==> src/rtl/ram_fifo_ctrl_pkg.sv <==
// Shared sizing helpers for the RAM-backed FIFO controller.
package ram_fifo_ctrl_pkg;

    localparam int AF_MARGIN = 2;

    // Occupancy runs 0..DEPTH inclusive, so it needs one bit more than the pointers.
    function automatic int fifo_cnt_w(input int aw);
        return aw + 1;
    endfunction

endpackage

==> src/rtl/dual_port_ram.sv <==
// Simple dual-port RAM: synchronous write, registered read address, combinational read data.
module dual_port_ram #(
    parameter int ADDR_WIDTH = 5,
    parameter int DATA_WIDTH = 8
) (
    input  logic                  clk,
    input  logic                  write_en,
    input  logic [ADDR_WIDTH-1:0] waddr,
    input  logic [DATA_WIDTH-1:0] din,
    input  logic [ADDR_WIDTH-1:0] raddr,
    output logic [DATA_WIDTH-1:0] dout
);

    logic [DATA_WIDTH-1:0] mem [0:(2**ADDR_WIDTH)-1];
    logic [ADDR_WIDTH-1:0] raddr_q;

    always_ff @(posedge clk) begin
        if (write_en) mem[waddr] <= din;
        raddr_q <= raddr;
    end

    assign dout = mem[raddr_q];

endmodule

==> src/rtl/ram_fifo_ctrl.sv <==
// First-word-fall-through FIFO controller around one dual_port_ram.
// Define RAM_FIFO_ERR_FLAG_EN to add sticky overflow/underflow outputs.
module ram_fifo_ctrl
    import ram_fifo_ctrl_pkg::*;
#(
    parameter int ADDR_WIDTH        = 5,
    parameter int DATA_WIDTH        = 8,
    parameter int ALMOST_FULL_LEVEL = 2**ADDR_WIDTH - AF_MARGIN
) (
    input  logic                              clk,
    input  logic                              reset,
    input  logic                              flush,
    input  logic                              push,
    input  logic [DATA_WIDTH-1:0]             din,
    input  logic                              pop,
    output logic [DATA_WIDTH-1:0]             dout,
    output logic                              empty,
    output logic                              full,
    output logic                              almost_full,
    output logic [fifo_cnt_w(ADDR_WIDTH)-1:0] count
`ifdef RAM_FIFO_ERR_FLAG_EN
    ,
    output logic                              overflow,
    output logic                              underflow
`endif
);

    localparam int CW = fifo_cnt_w(ADDR_WIDTH);
    localparam logic [CW-1:0] DEPTH_C = CW'(2**ADDR_WIDTH);
    localparam logic [CW-1:0] AF_C    = CW'(ALMOST_FULL_LEVEL);

    logic [ADDR_WIDTH-1:0] wr_ptr_q, wr_ptr_d, rd_ptr_q, rd_ptr_d;
    logic [CW-1:0]         count_q, count_d;
    logic                  empty_q, full_q, af_q;
    logic                  push_ok, pop_ok, clr;

    always_comb begin
        clr      = reset | flush;
        push_ok  = push & ~full_q;
        pop_ok   = pop & ~empty_q;
        wr_ptr_d = wr_ptr_q + ADDR_WIDTH'(push_ok);
        rd_ptr_d = rd_ptr_q + ADDR_WIDTH'(pop_ok);
        count_d  = count_q;
        if (push_ok && !pop_ok)      count_d = count_q + 1'b1;
        else if (pop_ok && !push_ok) count_d = count_q - 1'b1;
        if (clr) begin
            wr_ptr_d = '0;
            rd_ptr_d = '0;
            count_d  = '0;
        end
    end

    // Flags come from the next-state count so they never depend on same-cycle push/pop.
    always_ff @(posedge clk) begin
        if (reset) begin
            wr_ptr_q <= '0;
            rd_ptr_q <= '0;
            count_q  <= '0;
            empty_q  <= 1'b1;
            full_q   <= 1'b0;
            af_q     <= 1'b0;
        end else begin
            wr_ptr_q <= wr_ptr_d;
            rd_ptr_q <= rd_ptr_d;
            count_q  <= count_d;
            empty_q  <= (count_d == '0);
            full_q   <= (count_d == DEPTH_C);
            af_q     <= (count_d >= AF_C);
        end
    end

    // Read address is the next rd_ptr (including the clear to 0), so the RAM's
    // registered address always tracks the head and dout = mem[rd_ptr].
    dual_port_ram #(
        .ADDR_WIDTH(ADDR_WIDTH),
        .DATA_WIDTH(DATA_WIDTH)
    ) u_ram (
        .clk     (clk),
        .write_en(push_ok & ~clr),
        .waddr   (wr_ptr_q),
        .din     (din),
        .raddr   (rd_ptr_d),
        .dout    (dout)
    );

    assign empty       = empty_q;
    assign full        = full_q;
    assign almost_full = af_q;
    assign count       = count_q;

`ifdef RAM_FIFO_ERR_FLAG_EN
    logic ovf_q, unf_q;

    always_ff @(posedge clk) begin
        if (reset || flush) begin
            ovf_q <= 1'b0;
            unf_q <= 1'b0;
        end else begin
            if (push && full_q)  ovf_q <= 1'b1;
            if (pop && empty_q)  unf_q <= 1'b1;
        end
    end

    assign overflow  = ovf_q;
    assign underflow = unf_q;
`endif

endmodule
==> config.mk <==
export PLATFORM = sky130hd
export DESIGN_NAME = ram_fifo_ctrl
export DESIGN_NICKNAME = d
export VERILOG_FILES = /design/src/rtl/ram_fifo_ctrl_pkg.sv /design/src/rtl/dual_port_ram.sv /design/src/rtl/ram_fifo_ctrl.sv
export SDC_FILE = /design/constraint.sdc
export NUM_CORES = 1
export LEC_CHECK = 0
export ABC_CLOCK_PERIOD_IN_PS = 2250
export CORE_ASPECT_RATIO = 0.75
export CORE_MARGIN = 3
export CORE_UTILIZATION = 50
export DETAILED_ROUTE_END_ITERATION = 10
export GPL_TIMING_DRIVEN = 0
export PLACE_DENSITY = 0.71
export SKIP_CTS_REPAIR_TIMING = 1
export SLEW_MARGIN = 0
export SYNTH_ARGS = -nofsm -noshare
export SYNTH_HDL_FRONTEND = slang
export SYNTH_SLANG_ARGS = --single-unit
export TNS_END_PERCENT = 30
==> constraint.sdc <==
create_clock -name clk -period 2.25 [get_ports clk]
set_input_delay 0.675 -clock clk [delete_from_list [all_inputs] [get_ports clk]]
set_output_delay 0.675 -clock clk [all_outputs]
set_load 0.02 [all_outputs]
==> impl_metrics.toml, run 1 <==
[status]
status = "finished, violations left"
failed_checks = "setup timing"

[cts]
cts.sinks = 280
clkLatencyLatePin_ps = 530
htree_levels = 1
cts_buffers = 26
cts_tree = "done"
clockBufferDepth = 3
cts_root_buffer = "clkbuf_16"
cts.clk_slew.worst_paths_ps = 60

[setup_path]
reg2reg_depth = 6
cp-start-kind = "flip-flop"
endpoint_kind = "output port"
critPathCapture = "dout[7]"
path_class = "flip-flop to output port"
reg2reg_from = "count[1]"
ff2ff_setup_slack_ps = 100
required_ps = 1570
crit_arrival_ps = 2370
reg2reg_to = "empty"
critPathMaxFanout = 7

[sta]
fin_crit_sh_pct = 135
fmax_mhz = 328
hold_violations = 0
worstMarginPinSlew_ps = 1290
period_needed_ps = 3040
slew_violations = 0
holdWs_ps = 512
slew_headroom_pct = 14.1
setup_viol = 71
rsz0062_at_grt = "true"
finClkSkew_ps = 20.4
final.setup.worst_slack_ps = -795

[floorplanning]
die_y_um = 135
core_mm2 = 0.0215
ios = 30
die_area_mm2 = 0.0242
die_w_um = 179
num_rows = 46
start_util_pct = 51.9

[power_and_ir_drop]
vdd_drop_max_mv = 0.522
leakage_nw = 4.04
cellPowerDensity_mw_per_mm2 = 790

[place]
portBuffers = 29
gp_congestion = 0.881
hpwl_mm = 15.7

[route]
wl_mm = 24.3
wire_per_inst_um = 23.3
dr.pass1.iters = 5
drc_errors = 0
vias = 6189
drtAntennaViolNets = 0
via_per_inst = 5.95
drt_iter0_markers = 693

[layout]
nets = 753
num-fill-cells = 1601
regArea_mm2 = 0.00817
final_core_util_pct = 60.5
diodes = 0
areaGrowthSynthToFinish_pct = 16.6
drive_gt1_share_pct = 22.1
multi_input_area_mm2 = 0.00304

[synthesis]
synth_seq_cells = 280
syn_inst = 674
synth-edff-count = 256
synth.top_cells.by_count = "edfxtp_1, mux2i_1, nor2_1"
ys_types = 44
syn_area_mm2 = 0.0112
synth_area_leader_cell = "edfxtp_1"
synth_top_area_share_pct = 68.8
yosysWarnings = 0
yosysSeqAreaShare_pct = 73.1
ys.flop_type = "edfxtp_1"
synth.avg_cell_area_um2 = 16.6
synthTopCellsByArea = "edfxtp_1, mux2i_1, dfxtp_1, mux4_2, a22oi_1"
yosysMostFrequentCell = "edfxtp_1"
syn-num-nets = 693
async_flop_share_pct = 0

[grt]
grt_pass1_wl_mm = 35.6
grtUsageTotal_pct = 20.0
gr-total-overflow = 0
antenna_found_initial = 0
first_global_vias = 6079
grt_max_degree = 33

[min_path]
hold_path.class = "flip-flop to flip-flop"

[run]
max_cap_viol_count = 0
==> layer usage <==
layer	wire [um]	vias up	share of wire [%]	track usage, %
li1	-	2761	-	-
met1	10500	3139	43	29.7
met2	11200	249	46	30.3
met3	2090	40	8.6	4.37
met4	491	0	2.0	5.32
met5	0	-	0	0
==> registers in the layout, summed over array words and instances, names as in the netlist, named ones only <==
signal / cells
u_ram.mem: 256
count: 6
rd_ptr_q: 5
wr_ptr_q: 5
almost_full: 1
empty: 1
full: 1
==> cell type report <==
class	count	area share, %
clock buffers	33	5.36
well taps	288	2.77
multi-input cells	352	23.3
flip-flops and latches	280	62.8
clock inverters	13	1.02
repair buffers	35	2.59
inverters	5	0.183
plain buffers	34	1.97
==> metrics by stage <==
step	cell area (um^2)	TNS (ps)	instances	worst slack [ps]	power, mW
detailed placement	11800	-358830	991	-1360	6.10
global route	13000	-18610	1040	-842	10.6
global placement	11800	-307000	991	-1280	6.09
floorplan	11200	-7940	674	-123	5.93
CTS	12700	-173850	1037	-1830	10.3
finish	13000	-9130	1040	-795	10.3
==> critical path: stages (launching register included) <==
cell,delay (ps)
dfxtp_4,360
buf_6,120
buf_12,130
mux4_2,480
mux2_2,290
nand2_1,100
nand4_1,160
buf_2,210
==> logic make-up (layout without fill, tap and decap cells) <==
group / count (synthesis) / in the layout / synth area share [%]
adder cells (fa/ha/maj): 7 / 7 / 0.762
buffers and inverters: 42 / 120 / 1.59
XOR/XNOR: 8 / 8 / 0.627
multiplexers: 120 / 120 / 12.6
AND/OR/NAND/NOR: 158 / 158 / 7.47
flip-flops: 280 / 280 / 73.1
AO/OA/AOI/OAI: 59 / 59 / 3.80
==> worst min path at each step <==
| stage | start | endpoint | slack (ps) | depth (start not counted) |
|---|---|---|---|---|
| floorplan | rd_ptr_q[4] | flip-flop | 470 | 2 |
| global placement | rd_ptr_q[4] | rd_ptr_q[4] | 490 | 2 |
| detailed placement | rd_ptr_q[4] | rd_ptr_q[4] | 500 | 2 |
| CTS | rd_ptr_q[4] | rd_ptr_q[4] | 520 | 2 |
| global route | rd_ptr_q[4] | rd_ptr_q[4] | 550 | 2 |
| finish | rd_ptr_q[4] | rd_ptr_q[4] | 510 | 2 |
==> cells in the final DEF, fill, tap and decap left out, types with 17 or more instances in the layout <==
cell       instances
a22oi_1           30
nor2_1            22
clkbuf_16         27
nor2_2            17
nand2_1           20
nand4_1           18
edfxtp_1         256
nand3_1           21
dfxtp_1           21
mux2i_1           95
==> power by group <==
| part | total [mW] | internal (mW) | switching, mW |
|---|---|---|---|
| combinational | 0.303 | 0.0997 | 0.203 |
| sequential | 5.70 | 5.69 | 0.0126 |
| clock | 4.28 | 2.52 | 1.76 |
Power figures use the tool's default switching activity.
==> run 2: changes to the inputs <==
- CAP_MARGIN: unset -> 20
==> run 2 against run 1 <==
Net effect:
- the run still ends with setup timing left
- critical endpoint is now dout[4]
- count of clock-buffer cells in the layout unchanged
- sequential power about the same
- die area unchanged
- highest routed layer unchanged
- register-to-register slack got worse by 30 ps
- clock skew decreased by 4.4 ps
- first-iteration DRC count increased by 8.7%
- flip-flop and latch count unchanged
- largest power group unchanged
- via count increased by 1.4%
==> impl_metrics.toml, run 2 (synthesis results as in run 1) <==
[cts]
cts_root_buffer = "clkbuf_16"
cts_tree = "done"
htree_levels = 1
cts.clk_slew.worst_paths_ps = 60
clockBufferDepth = 3
cts.sinks = 280
cts_buffers = 26
clkLatencyLatePin_ps = 530

[place]
portBuffers = 29
hpwl_mm = 16.0
placedCellCount = 996
gp_congestion = 0.881

[layout]
drive_gt1_share_pct = 22.3
layout_common_cells = "edfxtp_1, mux2i_1, a22oi_1, clkbuf_16, nor2_1"
final-instance-count-excl-fill = 1051
largest_reg_flops = 256
diodes = 0
layout_commonest_cell = "edfxtp_1"
num-fill-cells = 1587
top_register = "u_ram.mem"
nets = 765
final_core_util_pct = 61.3
areaGrowthSynthToFinish_pct = 18.1

[setup_path]
reg2reg_to = "u_ram.mem[6][7]"
reg2reg_from = "full"
reg2reg_depth = 6
path_class = "flip-flop to output port"
required_ps = 1570
critPathMaxFanout = 8
cp-start-kind = "flip-flop"
ff2ff_setup_slack_ps = 70
endpoint_kind = "output port"
crit_arrival_ps = 2370

[route]
vias = 6275
wire_per_inst_um = 23.2
dr.pass1.iters = 5
wl_mm = 24.3
drtAntennaViolNets = 0
drc_errors = 0
via_per_inst = 5.97
drt_iter0_markers = 753

[power_and_ir_drop]
p_comb_share_pct = 3.5
power_frac_seq_pct = 55.6
vdd_drop_max_mv = 0.556
power_mw = 10.2
leakage_nw = 4.15
switchingPower_mw = 2.00
cellPowerDensity_mw_per_mm2 = 776
sw_frac_of_total_pct = 19.5
p_int_mw = 8.24
pwr-share-clk_pct = 40.9

[status]
failed_checks = "setup timing"
status = "finished, violations left"

[grt]
grt_pass1_wl_mm = 35.4
antenna_found_initial = 0
grt_max_degree = 33
grtUsageTotal_pct = 19.8
gr-total-overflow = 0
first_global_vias = 6141

[floorplanning]
die_area_mm2 = 0.0242
die_y_um = 135
ios = 30
die_w_um = 179
num_rows = 46
start_util_pct = 51.9
core_mm2 = 0.0215

[sta]
slew_violations = 0
finClkSkew_ps = 16.0
slew_headroom_pct = 48.0
setup_viol = 118
fmax_mhz = 328
final.setup.worst_slack_ps = -799
rsz0062_at_grt = "true"
worstMarginPinSlew_ps = 778
fin_crit_sh_pct = 135
hold_violations = 0
period_needed_ps = 3050

[min_path]
holdPathStages = 2
hold_start = "rd_ptr_q[4]"
whs_endpoint = "rd_ptr_q[4]"
hold_path.class = "flip-flop to flip-flop"

[run]
max_cap_viol_count = 0
## run 2: worst max path at each step
| stage | to | slack (ps) | cells after the start |
|---|---|---|---|
| final | dout[4] | -800 | 7 |
| after CTS | dout[4] | -1850 | 7 |
| after global routing | dout[4] | -880 | 7 |
| after detailed placement | u_ram.mem[4][1] | -1370 | 6 |
| after global placement | u_ram.mem[4][1] | -1280 | 6 |
| after floorplan | u_ram.mem[28][0] | -120 | 5 |
## run 2: area by class of cell
type	instances	area (um^2)	area share [%]
Buffer	34	250	1.90
Clock buffer	33	698	5.29
Clock inverter	12	108	0.816
Inverter	5	23.8	0.180
Multi-Input combinational cell	352	2980	22.6
Sequential cell	280	8170	62.0
Tap cell	288	360	2.73
Timing Repair Buffer	47	597	4.53
## run 2: routing by layer
layer	up-vias	GRT usage [%]	routed length, um
met5	-	0	0
met4	0	6.44	714
met3	56	3.98	1950
met2	250	29.9	11000
met1	3187	29.3	10700
li1	2782	-	-
## run 2: worst max-delay path, cell delays in order, from the launching register on
cell,delay (ps)
dfxtp_2,360
buf_6,160
buf_6,120
mux4_2,490
mux2_4,290
nand2_2,60
nand4_1,180
buf_6,200
## run 2: metrics by stage
stage | area [um^2] | hold WS, ps | worst slack, ps | setup TNS, ps
2_1_floorplan | 11200 | 472 | -123 | -7940
3_3_place_gp | 11800 | 492 | -1280 | -307000
3_5_place_dp | 12000 | 507 | -1370 | -327310
4_1_cts | 12800 | 523 | -1850 | -181510
5_1_grt | 13200 | 567 | -876 | -31180
6_report | 13200 | 538 | -799 | -16430
## run 2: power by group through the flow
stage	sequential (mW)	combinational, mW	clock (mW)
finish	5.70	0.354	4.18
detailed placement	5.81	0.315	0
floorplan	5.81	0.116	0
global placement	5.81	0.274	0
CTS	5.70	0.316	4.24
global route	5.69	0.377	4.45
==> RTL edit 1, RTL diff (config.mk and constraints of run 1) <==
`DATA_WIDTH` is set to 8 in 2 places; all go to 12.
--- a/src/rtl/dual_port_ram.sv
+++ b/src/rtl/dual_port_ram.sv
@@ -1,7 +1,7 @@
 // Simple dual-port RAM: synchronous write, registered read address, combinational read data.
 module dual_port_ram #(
     parameter int ADDR_WIDTH = 5,
-    parameter int DATA_WIDTH = 8
+    parameter int DATA_WIDTH = 12
 ) (
     input  logic                  clk,
     input  logic                  write_en,
--- a/src/rtl/ram_fifo_ctrl.sv
+++ b/src/rtl/ram_fifo_ctrl.sv
@@ -4,7 +4,7 @@
     import ram_fifo_ctrl_pkg::*;
 #(
     parameter int ADDR_WIDTH        = 5,
-    parameter int DATA_WIDTH        = 8,
+    parameter int DATA_WIDTH        = 12,
     parameter int ALMOST_FULL_LEVEL = 2**ADDR_WIDTH - AF_MARGIN
 ) (
     input  logic                              clk,
Interface: changed (resized din and dout); port bits go from 30 to 38. No check against the original RTL was run, so the function may have changed too.
==> RTL edit 1 against run 1 <==
The flow still finishes with violations (setup timing); largest power group unchanged; routed wire length grew 53%; final area is 45% higher; power increased by 49%; worst hold slack gained 0.0092 ns; via count rose by 41%; area after synthesis grew 44%; highest routed layer unchanged; worst setup slack lost 0.19 ns; sequential cell count grew 128; non-clock buffer count grew 29; combinational power grew 38%.
==> RTL edit 1: results (changes against run 1) <==
yosys warns=0 (unchanged); Worst path max stage delay=0.36 ns (-0.12 ns); WL met1=16.5 mm (+57%); # placed instances=1356 (+37%); Initial DRC Count=988 (+43%); Crit path max-delay family=buffers and inverters; failing checks=setup timing; CTS buffer count=39 (+50%); crit path max fanout=10 (+3); GPL Wtd Cong=0.980 (+11%); Pleak=5.86 nW (+45%); layout cells sized above 1=23.2% (+1.1 points); P_sw=3.04 mW (+54%); H-tree depth=2 (+1); initial antenna violation count=0 (unchanged); worst-margin pin slew=1.37 ns (+0.0835 ns); Logic power comb=419 uW (+38%); first-pass GRT wire length=53.9 mm (+51%); post-synthesis sequential area ratio=74.7% (+1.5 points); first drt pass iteration count=7 (+2); P_int=12.3 mW (+48%); Clock Latency Late Sink=0.55 ns (+0.02 ns); most frequent cells after synthesis=edfxtp_1, mux2i_1, a22oi_1; Highest Signal Layer=met4; final setup fails=12 (-83%); max FFs per register=384 (+50%); via-per-instance ratio=6.10 (+2.5%); Worst Skew=0.0216 ns (+0.00118 ns); maximum VDD drop=0.673 mV (+29%); largest net degree at the start of global routing=33 (unchanged); WL met3=3.50 mm (+67%); Reg power frac=54.3% (-1.1 points); post-synthesis net count=936 (+35%); final worst setup slack=-0.983 ns (-0.188 ns); Cell Area, Placed=0.0170 sq mm (+44%); Setup WS pre-CTS=-1.58 ns (-0.220 ns); Synth Flop Type=edfxtp_1; synth top area cells=edfxtp_1, mux2i_1, a22oi_1; GRT Util Overall=21.6% (+1.6 points); synthesized instance count=913 (+35%); setup TNS=-11.26 ns (-2.13 ns); status=finished, violations left; number of synthesized flops with an enable pin=384 (+50%); post-synth cell types=50 (+14%); port buffer count=37 (+28%); root buf cell=clkbuf_16; vias in the first global route=8635 (+42%); post-detailed-placement half-perimeter wirelength=22.9 mm (+46%); Clk pin slew, worst setup/hold paths=0.06 ns (about the same); via count=8755 (+41%); metal2 WL=16.5 mm (+48%); wire per inst=25.9 um (+11%); CP max-delay cell=dfxtp_4; final net count=1023 (+36%); # fillers=2273 (+42%)
## RTL edit 1: cell count changes in the layout (fill, tap and decap cells not counted), moves of 8 or more
cell	before	now
a22oi_1	30	56
buf_2	5	17
buf_4	12	23
clkbuf_16	27	42
edfxtp_1	256	384
mux2i_1	95	144
mux4_2	16	24
nand4_1	18	26
nor2_2	17	2
nor2_4	12	33
## RTL edit 1: metal layers
| layer | vias to the layer above | GRT usage, % |
|---|---|---|
| met2 | 397 | 31.4 |
| met1 | 4477 | 32.3 |
| met5 | - | 0 |
| met4 | 0 | 5.85 |
| met3 | 52 | 5.96 |
| li1 | 3829 | - |
## RTL edit 1: area by class of cell
type                    instances  area [sq um]  area share, %
flip-flops and latches        408         12000           63.6
multi-input cells             449          4220           22.3
clock buffers                  48          1030           5.45
well taps                     406           508           2.69
repair buffers                 49           467           2.47
plain buffers                  49           394           2.08
clock inverters                23           245           1.30
inverters                       4          20.0          0.106
## RTL edit 1: worst paths after layout
kind          startpoint          endpoint  slack [ns]  depth (start not counted)
max             register          dout[11]       -0.98                          9
min reg2reg     count[5]          count[5]        0.52                          2
min             count[5]          count[5]        0.52                          2
max reg2reg  wr_ptr_q[2]  u_ram.mem[29][5]        0.08                          3
## RTL edit 1: logic make-up after synthesis
kind of cell | after synthesis | share of synthesized area (%)
AO/OA/AOI/OAI | 87 | 4.06
XOR/XNOR | 9 | 0.490
adder cells (fa/ha/maj) | 6 | 0.467
buffers and inverters | 56 | 1.65
flip-flops | 408 | 74.7
multiplexers | 181 | 13.2
AND/OR/NAND/NOR | 166 | 5.46
## RTL edit 1: worst reg2reg max path, stage by stage (launching register included)
cell and delay [ns]:
dfxtp_1 0.32, clkbuf_1 0.47, nand3_1 0.49, nor2_4 0.52
==> RTL edit 2, RTL diff (settings of run 1) <==
Without the edit above. Register the output `count` once more, without a reset; this adds one clock of latency there. The other outputs are not delayed to match. Comments in the files are not updated.
--- a/src/rtl/ram_fifo_ctrl.sv
+++ b/src/rtl/ram_fifo_ctrl.sv
@@ -86,7 +86,9 @@
     assign empty       = empty_q;
     assign full        = full_q;
     assign almost_full = af_q;
-    assign count       = count_q;
+    always_ff @(posedge clk) begin
+        count <= count_q;
+    end
 
 `ifdef RAM_FIFO_ERR_FLAG_EN
     logic ovf_q, unf_q;
Formal check against the unedited RTL: not equivalent (Yosys sat finds a counterexample within 4 cycles, from zero or initial values and one cycle with reset high).
==> RTL edit 2 against run 1 <==
The flow still finishes with violations (setup timing); final area increased by 1.8%; register-to-register slack got worse by 0.10 ns; die area increased by 1.1%; maximum frequency increased by 0.37%; routed wire length increased by 1.3%; power increased by 1.8%; non-clock buffer count increased by 1; area after synthesis increased by 1.1%; worst setup slack improved by 0.011 ns; clock skew decreased by 0.014 ns; sequential cell count increased by 6; largest cell class unchanged.
==> RTL edit 2: results (changes against run 1) <==
status=finished, violations left; failing checks=setup timing; WL met3=1.99 mm (-4.8%); CP max-delay cell=dfxtp_4; Worst path max stage delay=0.38 ns (-0.10 ns); Cell Area, Placed=0.0119 sq mm (+1.1%); Hold EP=count[5]; final std cells w/o fill=1045 (+0.48%); final setup fails=128 (+80%); wire per inst=23.5 um (+0.81%); WL met1=10.9 mm (+3.4%); post-synthesis sequential area ratio=73.4% (+0.25 points); met3 usage=2.89% (-1.5 points); P_int=8.36 mW (+0.62%); layout cells sized above 1=23.1% (+1.0 points); final worst setup slack=-0.783 ns (+0.0111 ns); GPL Wtd Cong=0.859 (-2.5%); Highest Signal Layer=met4; FF-to-FF Start=full; Crit path max-delay family=buffers and inverters; min-delay src=count_q[5]; slew margin rel.=9.90% (-4.2 points); Setup crit end=dout[0]; CTS buffer count=28 (+7.7%); metal2 WL=11.2 mm (+0.38%); R2R depth=7 (+1); worst min path class=reg -> reg; R2R setup slack=0 ns (-0.10 ns); final net count=755 (+0.27%); P per Cell Area=790 mW/mm^2 (about the same); syn_area_per_cell=16.8 sq um (+1.1%); synth top area cells=edfxtp_1, mux2i_1, dfxtp_1; maximum VDD drop=0.708 mV (+36%); Pleak=4.03 nW (-0.18%); GRT Util Overall=19.9% (-0.090 points); GR Layer Usage met2=31.3% (+0.99 points); worst hold path depth=0 (-2); crit path max fanout=10 (+3); final hold slack=0.375 ns (-0.137 ns); Logic power comb=315 uW (+4%); post-synth cell types=49 (+11%); post-detailed-placement half-perimeter wirelength=15.8 mm (+0.53%); vias in the first global route=6133 (+0.89%); via count=6233 (+0.71%); first-pass GRT wire length=36.9 mm (+3.4%); Worst Skew=0.00673 ns (-0.0137 ns); setup TNS=-21.84 ns (-12.71 ns)
==> RTL edit 2: cell count changes after synthesis, moves of 3 or more <==
| cell | before | now |
|---|---|---|
| nand2_1 | 23 | 16 |
| dfxtp_1 | 24 | 30 |
| nor4b_2 | 3 | 0 |
| nand3_1 | 21 | 26 |
| a21oi_1 | 9 | 3 |
| nor3_1 | 10 | 2 |
| a22oi_1 | 40 | 48 |
==> RTL edit 2: cell families after synthesis <==
logic type	after synthesis	synth area share (%)
flops	286	73.4
compound gates	64	4.32
buf+inv	43	1.72
fa+ha+maj	6	0.665
mux	120	12.5
simple gates	146	6.74
xor+xnor	9	0.698
==> RTL edit 2: final cells by class <==
class	instances	area, sq um
clock inverters	20	125
repair buffers	35	359
fillers	1584	8390
well taps	288	360
inverters	5	23.8
plain buffers	35	268
multi-input cells	345	3090
clock buffers	31	733
flip-flops and latches	286	8290
